## src/rtl/cgra_red_pkg.sv

```systemverilog
// Shared types and sizes for the CGRA integer reduction path.
// Lane width and phit geometry match the CGRA interface header.
package cgra_red_pkg;

  localparam int dwidth_double = 64;
  localparam int red_lanes     = 8;
  localparam int phit_size     = red_lanes * dwidth_double;
  localparam int RED_TREE_LAT  = 3;

  typedef enum logic [1:0] {
    IDLE,
    ACCUM,
    DRAIN,
    HOLD
  } red_state_t;

  typedef struct packed {
    logic v;
    logic first;
    logic last;
  } red_tag_t;

endpackage

```

## src/rtl/Reduction_unit_int.sv

```systemverilog
// 8-lane integer adder tree, three register stages.
// Sums wrap modulo 2^dwidth_double; no overflow detection.
module Reduction_unit_int
  import cgra_red_pkg::*;
(
  input  logic                     clk,
  input  logic                     rst,
  input  logic [phit_size-1:0]     in1,
  output logic [dwidth_double-1:0] out1
);

  logic [3:0][dwidth_double-1:0] s1;
  logic [1:0][dwidth_double-1:0] s2;

  // Pairwise lane sums, then pairs of pairs, then the final total.
  always_ff @(posedge clk or posedge rst) begin
    if (rst) begin
      s1   <= '0;
      s2   <= '0;
      out1 <= '0;
    end else begin
      for (int i = 0; i < 4; i++) begin
        s1[i] <= in1[(2*i)*dwidth_double +: dwidth_double]
               + in1[(2*i+1)*dwidth_double +: dwidth_double];
      end
      for (int j = 0; j < 2; j++) begin
        s2[j] <= s1[2*j] + s1[2*j+1];
      end
      out1 <= s2[0] + s2[1];
    end
  end

endmodule

```

## src/rtl/reduction_stream_ctrl.sv

```systemverilog
// Streams phits through the reduction tree and sums each message.
// One total and a saturating phit count are emitted per message.
module reduction_stream_ctrl
  import cgra_red_pkg::*;
#(
  parameter int TREE_LAT = RED_TREE_LAT,
  parameter int CNT_W    = 16
) (
  input  logic                     clk,
  input  logic                     rst,
  input  logic [phit_size-1:0]     s_data,
  input  logic                     s_valid,
  input  logic                     s_last,
  output logic                     s_ready,
  input  logic                     flush,
  output logic [dwidth_double-1:0] m_data,
  output logic [CNT_W-1:0]         m_count,
  output logic                     m_valid,
  input  logic                     m_ready,
  output logic                     busy
);

  red_state_t state, state_nxt;
  red_tag_t   vpipe [TREE_LAT];
  red_tag_t   tag_out;

  logic                     hs;
  logic                     first_beat;
  logic                     last_exit;
  logic [phit_size-1:0]     tree_in;
  logic [dwidth_double-1:0] tree_out;
  logic [dwidth_double-1:0] acc;
  logic [dwidth_double-1:0] sum_nxt;
  logic [CNT_W-1:0]         cnt;

  assign hs         = s_valid && s_ready;
  assign first_beat = (state == IDLE);
  assign tree_in    = hs ? s_data : '0;
  assign tag_out    = vpipe[TREE_LAT-1];
  assign last_exit  = tag_out.v && tag_out.last;
  assign sum_nxt    = tag_out.first ? tree_out
                                    : acc + tree_out;

  Reduction_unit_int u_tree (
    .clk  (clk),
    .rst  (rst),
    .in1  (tree_in),
    .out1 (tree_out)
  );

  // State register.
  always_ff @(posedge clk or posedge rst) begin
    if (rst) state <= IDLE;
    else     state <= state_nxt;
  end

  // Next state and handshake outputs; flush overrides every transition.
  always_comb begin
    state_nxt = state;
    s_ready   = 1'b0;
    m_valid   = 1'b0;
    busy      = (state != IDLE);
    unique case (state)
      IDLE: begin
        s_ready = 1'b1;
        if (s_valid) state_nxt = s_last ? DRAIN : ACCUM;
      end
      ACCUM: begin
        s_ready = 1'b1;
        if (s_valid && s_last) state_nxt = DRAIN;
      end
      DRAIN: begin
        if (last_exit) state_nxt = HOLD;
      end
      HOLD: begin
        m_valid = 1'b1;
        if (m_ready) state_nxt = IDLE;
      end
      default: state_nxt = IDLE;
    endcase
    if (flush) state_nxt = IDLE;
    if (rst)   s_ready   = 1'b0;
  end

  // Tag pipe tracks tree occupancy; accumulator and counter follow it.
  always_ff @(posedge clk or posedge rst) begin
    if (rst) begin
      for (int i = 0; i < TREE_LAT; i++) vpipe[i] <= '0;
      acc     <= '0;
      cnt     <= '0;
      m_data  <= '0;
      m_count <= '0;
    end else if (flush) begin
      for (int i = 0; i < TREE_LAT; i++) vpipe[i] <= '0;
      acc <= '0;
      cnt <= '0;
    end else begin
      vpipe[0] <= hs ? red_tag_t'({1'b1, first_beat, s_last}) : '0;
      for (int i = 1; i < TREE_LAT; i++) vpipe[i] <= vpipe[i-1];
      if (hs) begin
        if (first_beat)     cnt <= CNT_W'(1);
        else if (cnt != '1) cnt <= cnt + 1'b1;
      end
      if (tag_out.v) begin
        acc <= sum_nxt;
        if (tag_out.last) begin
          m_data  <= sum_nxt;
          m_count <= cnt;
        end
      end
    end
  end

endmodule
```

## config.mk

```make
export PLATFORM = sky130hd
export DESIGN_NAME = reduction_stream_ctrl
export DESIGN_NICKNAME = d
export VERILOG_FILES = /design/src/rtl/cgra_red_pkg.sv /design/src/rtl/Reduction_unit_int.sv /design/src/rtl/reduction_stream_ctrl.sv
export SDC_FILE = /design/constraint.sdc
export NUM_CORES = 2
export LEC_CHECK = 0
export CORE_MARGIN = 4
export CORE_UTILIZATION = 25
export DETAILED_ROUTE_END_ITERATION = 10
export HOLD_SLACK_MARGIN = 0.12
export PLACE_DENSITY = 0.55
export SLEW_MARGIN = 20
export SYNTH_ARGS = -nofsm -noshare
export SYNTH_HDL_FRONTEND = slang
export SYNTH_SLANG_ARGS = --single-unit
```

## constraint.sdc

```tcl
create_clock -name clk -period 19.1 [get_ports clk]
set_input_delay 1.91 -clock clk [delete_from_list [all_inputs] [get_ports clk]]
set_output_delay 1.91 -clock clk [all_outputs]
set_load 0.03 [all_outputs]
```

==> key figures <==
Setup path
  – Startpoint Class: primary input
  – Worst r2r src: state[0]
  – FF-to-FF setup slack: 11890 ps
  – CP required: between 15000 and 20000 ps
  – Largest delay share family, worst path: compound AO/OA/AOI/OAI gates
  – Crit path max fanout: 88
  – Crit-path slowest cell: buf_4
  – Worst-path cell chain: clkdlybuf4s50_1 > inv_1 > nor3_4 > buf_4 > buf_4 > buf_4 > and2_1 > ha_1 > a21o_1 > a21oi_1 > o21ai_0 > a221oi_4 > o221ai_2 > o311ai_1 > a31oi_1 > a221o_1 > a221o_1 > nand3_1 > nand2_1 > or4_1 > nand3_1
  – CP most frequent cell: buf_4
  – R2r worst-path depth: 22
  – WP buf/inv: 5
  – Critical path class: primary input to flip-flop
  – R2R Path End: u_tree.s1[124]
  – Crit. End Element: flip-flop
  – Critical Path AT: 8730 ps
  – CP max stage delay: 560 ps

Run status
  – Outcome: complete, no violations

Global routing
  – Vias in the first global route: 42600
  – Total GRT Usage: 0.161
  – Largest net degree at the start of global routing: 171
  – First-pass GRT wire length: around 250000 um
  – Initial antenna violation count: 31
  – Grt ovf: 0

Synth
  – Synthesized area per cell: 8.64 um^2
  – Post-Synth Adder-Cell Area: 0.135
  – Seq/Total Area, Yosys: 0.319
  – Xor and xnor area share after synthesis: 0.0886
  – Yosys top cell area share: 0.319
  – Top FF cell, synth: dfrtp_1
  – Cell taking the most area after synthesis: dfrtp_1
  – Mux contribution to synthesized area: 0.00253
  – Simple-gate portion of the synthesized area: 0.195
  – Net count after synthesis: 6654
  – YS warnings: 0
  – Ranking of synthesized cells by area: dfrtp_1, ha_1, and2_1
  – Post-synth EDFFs: 0
  – Cells after synthesis: 5618
  – Compound-Gate Fraction of Synth Area: 0.233
  – Main combinational cell family by area after synthesis: compound AO/OA/AOI/OAI gates
  – Unique masters post-synth: 89
  – Most common cell in the synthesized netlist: dfrtp_1
  – Yosys reg bits: roughly 620
  – Async S/R FF share, synth: 1.00
  – Commonest cells post-synth: dfrtp_1, a21oi_1, and2_1
  – Synth Cell Area: 0.0485 mm^2

Power and ir drop
  – Pleak: 29.0 nW
  – Power Dens Cells: 103 mW/mm^2
  – Peak VDD IR: 0.0000569 V

Min path
  – Hold path startpoint: vpipe[6]
  – Hold path cells: 1
  – Hold EP: vpipe[3]
  – Hold/Removal Path Class: flip-flop to flip-flop

Cells and area
  – Filler cells: 20200
  – Layout cell share with drive strength beyond 1: 0.0322
  – Layout Utilization: 0.309
  – Final nets: ~7000
  – Area growth, synth to finish: 22.8%

Timing
  – Minimum clock period: roughly 8100 ps
  – Slew Viols, Final: 0
  – Slew margin rel.: 0.291
  – Clock skew: 25.8 ps
  – Final setup viols: 0
  – Setup ws final: 10950 ps
  – Fin crit share: 0.427
  – Hold Fails Final Rpt: 0
  – RSZ-0062 raised after global routing: no
  – Fmax: 123 MHz
  – Slew @ Worst Pin: 1060 ps
  – Setup TNS: 0 ps

Clock network
  – Clock transition at path regs: 60 ps
  – CTS buffer count: 72
  – Hold-fix buffers, CTS: 0
  – Number of gates resized after cts: 0
  – CTS tree: built
  – Worst skew pair latency: 670 ps
  – H-tree depth: 3
  – CTS sink count: slightly above 600
  – Post-CTS setup buffers: 0
  – Longest Clk Path Bufs: 3
  – Clk Tree Root Cell: clkbuf_16

Routing
  – DR vias: 42000
  – Antenna Violating Nets Remaining: 0
  – DRC violations left: 0
  – Drt total wl: 167000 um
  – Initial DRC count: 2423
  – Wire length per cell: 19.3 um
  – Via-to-Cell Ratio: 4.84
  – Initial DRT Pass Iterations: 6

Floorplanning
  – Chip Height: 449 um
  – I/O Pins: 601
  – Initial core utilization: 0.252
  – Die ar.: 0.201 mm^2
  – Core box area: 0.193 mm^2
  – Die W: 449 um
  – Std-Cell Rows: approximately 160

Flow run
  – Max-Cap Viols: 0

Placement
  – DPL Wire Length: 139000 um
  – Number of port buffers: 600
  – GPL Wtd Cong: 0.876
  – Setup Slack @ Placement: 9910 ps
-- metrics by stage --
stage                     hold slack (ps)  instance area (um^2)  power, mW  std cells
after floorplan                       439                 48500       3.72       5618
after global placement                441                 57000       4.72       8542
after detailed placement              455                 57000       4.74       8542
after CTS                             469                 59500       6.23       8672
after global routing                  491                 59600       6.59       8682
final                                 464                 59600       6.14       8685
-- logic make-up after synthesis --
group,after synthesis
compound gates,1775
buf+inv,350
simple gates,1853
fa+ha+maj,518
flops,619
xor+xnor,491
mux,12
-- cell type report --
cell class | count | area [um^2] | area share
timing repair buffer | 624 | 6190 | 0.104
clock buffer | 94 | 2070 | 0.0347
multi-input combinational | 4649 | 31700 | 0.533
antenna | 13 | 32.5 | 0.000546
clock inverter | 36 | 427 | 0.00716
sequential | 619 | 15500 | 0.260
tap | 2526 | 3160 | 0.0531
inverter | 124 | 469 | 0.00788
-- state kept, by name, indices dropped and copies added (netlist names) --
name,flops
tag_out,3
m_data,64
acc,64
cnt,16
vpipe,6
m_count,16
u_tree.out1,64
u_tree.s1,256
u_tree.s2,128
state,2
-- how the worst max path moves through the flow --
stage | startpoint | to | slack (ps) | cells after the start
2_1_floorplan | rst | acc[0] | 8740 | 1
3_3_place_gp | s_valid | u_tree.s1[250] | 9950 | 21
3_5_place_dp | s_valid | u_tree.s1[250] | 9910 | 21
4_1_cts | s_valid | u_tree.s1[250] | 10620 | 21
5_1_grt | s_valid | u_tree.s1[127] | 10410 | 21
6_report | s_valid | u_tree.s1[124] | 10950 | 21
-- power breakdown --
group / switching (mW) / internal, mW
sequential: 0.267 / 1.65
clock: 0.600 / 0.853
combinational: 1.69 / 1.09
-- placed cells by master, fill, tap and decap left out, types with 20 or more instances in the layout --
master / synthesis / routed
dfrtp_1: 619 / 617
clkdlybuf4s50_1: 0 / 599
a21oi_1: 563 / 563
and2_1: 528 / 528
ha_1: 510 / 510
nand2_1: 434 / 434
nor2_1: 382 / 381
a21o_1: 364 / 364
o21ai_0: 320 / 320
xnor2_1: 308 / 308
xor2_1: 183 / 183
inv_1: 124 / 123
nand3_1: 102 / 102
a211oi_1: 92 / 92
nor2b_1: 85 / 85
o21bai_1: 75 / 75
clkbuf_16: 0 / 74
a31oi_1: 73 / 73
nand4_1: 73 / 73
o21a_1: 65 / 65
nand2b_1: 63 / 63
nor3_1: 52 / 51
and3_1: 49 / 49
o31ai_1: 26 / 26
buf_4: 0 / 23
o211ai_1: 20 / 20
-- metal layers --
metal  GRT usage  routed length, um  vias up
met1       0.203              73100    20000
met4      0.0424               4530        2
met5           0                  7        -
met3      0.0200               6050      187
li1            -                  -    20900
met2       0.289              83700      878
Power figures use the tool's default switching activity.
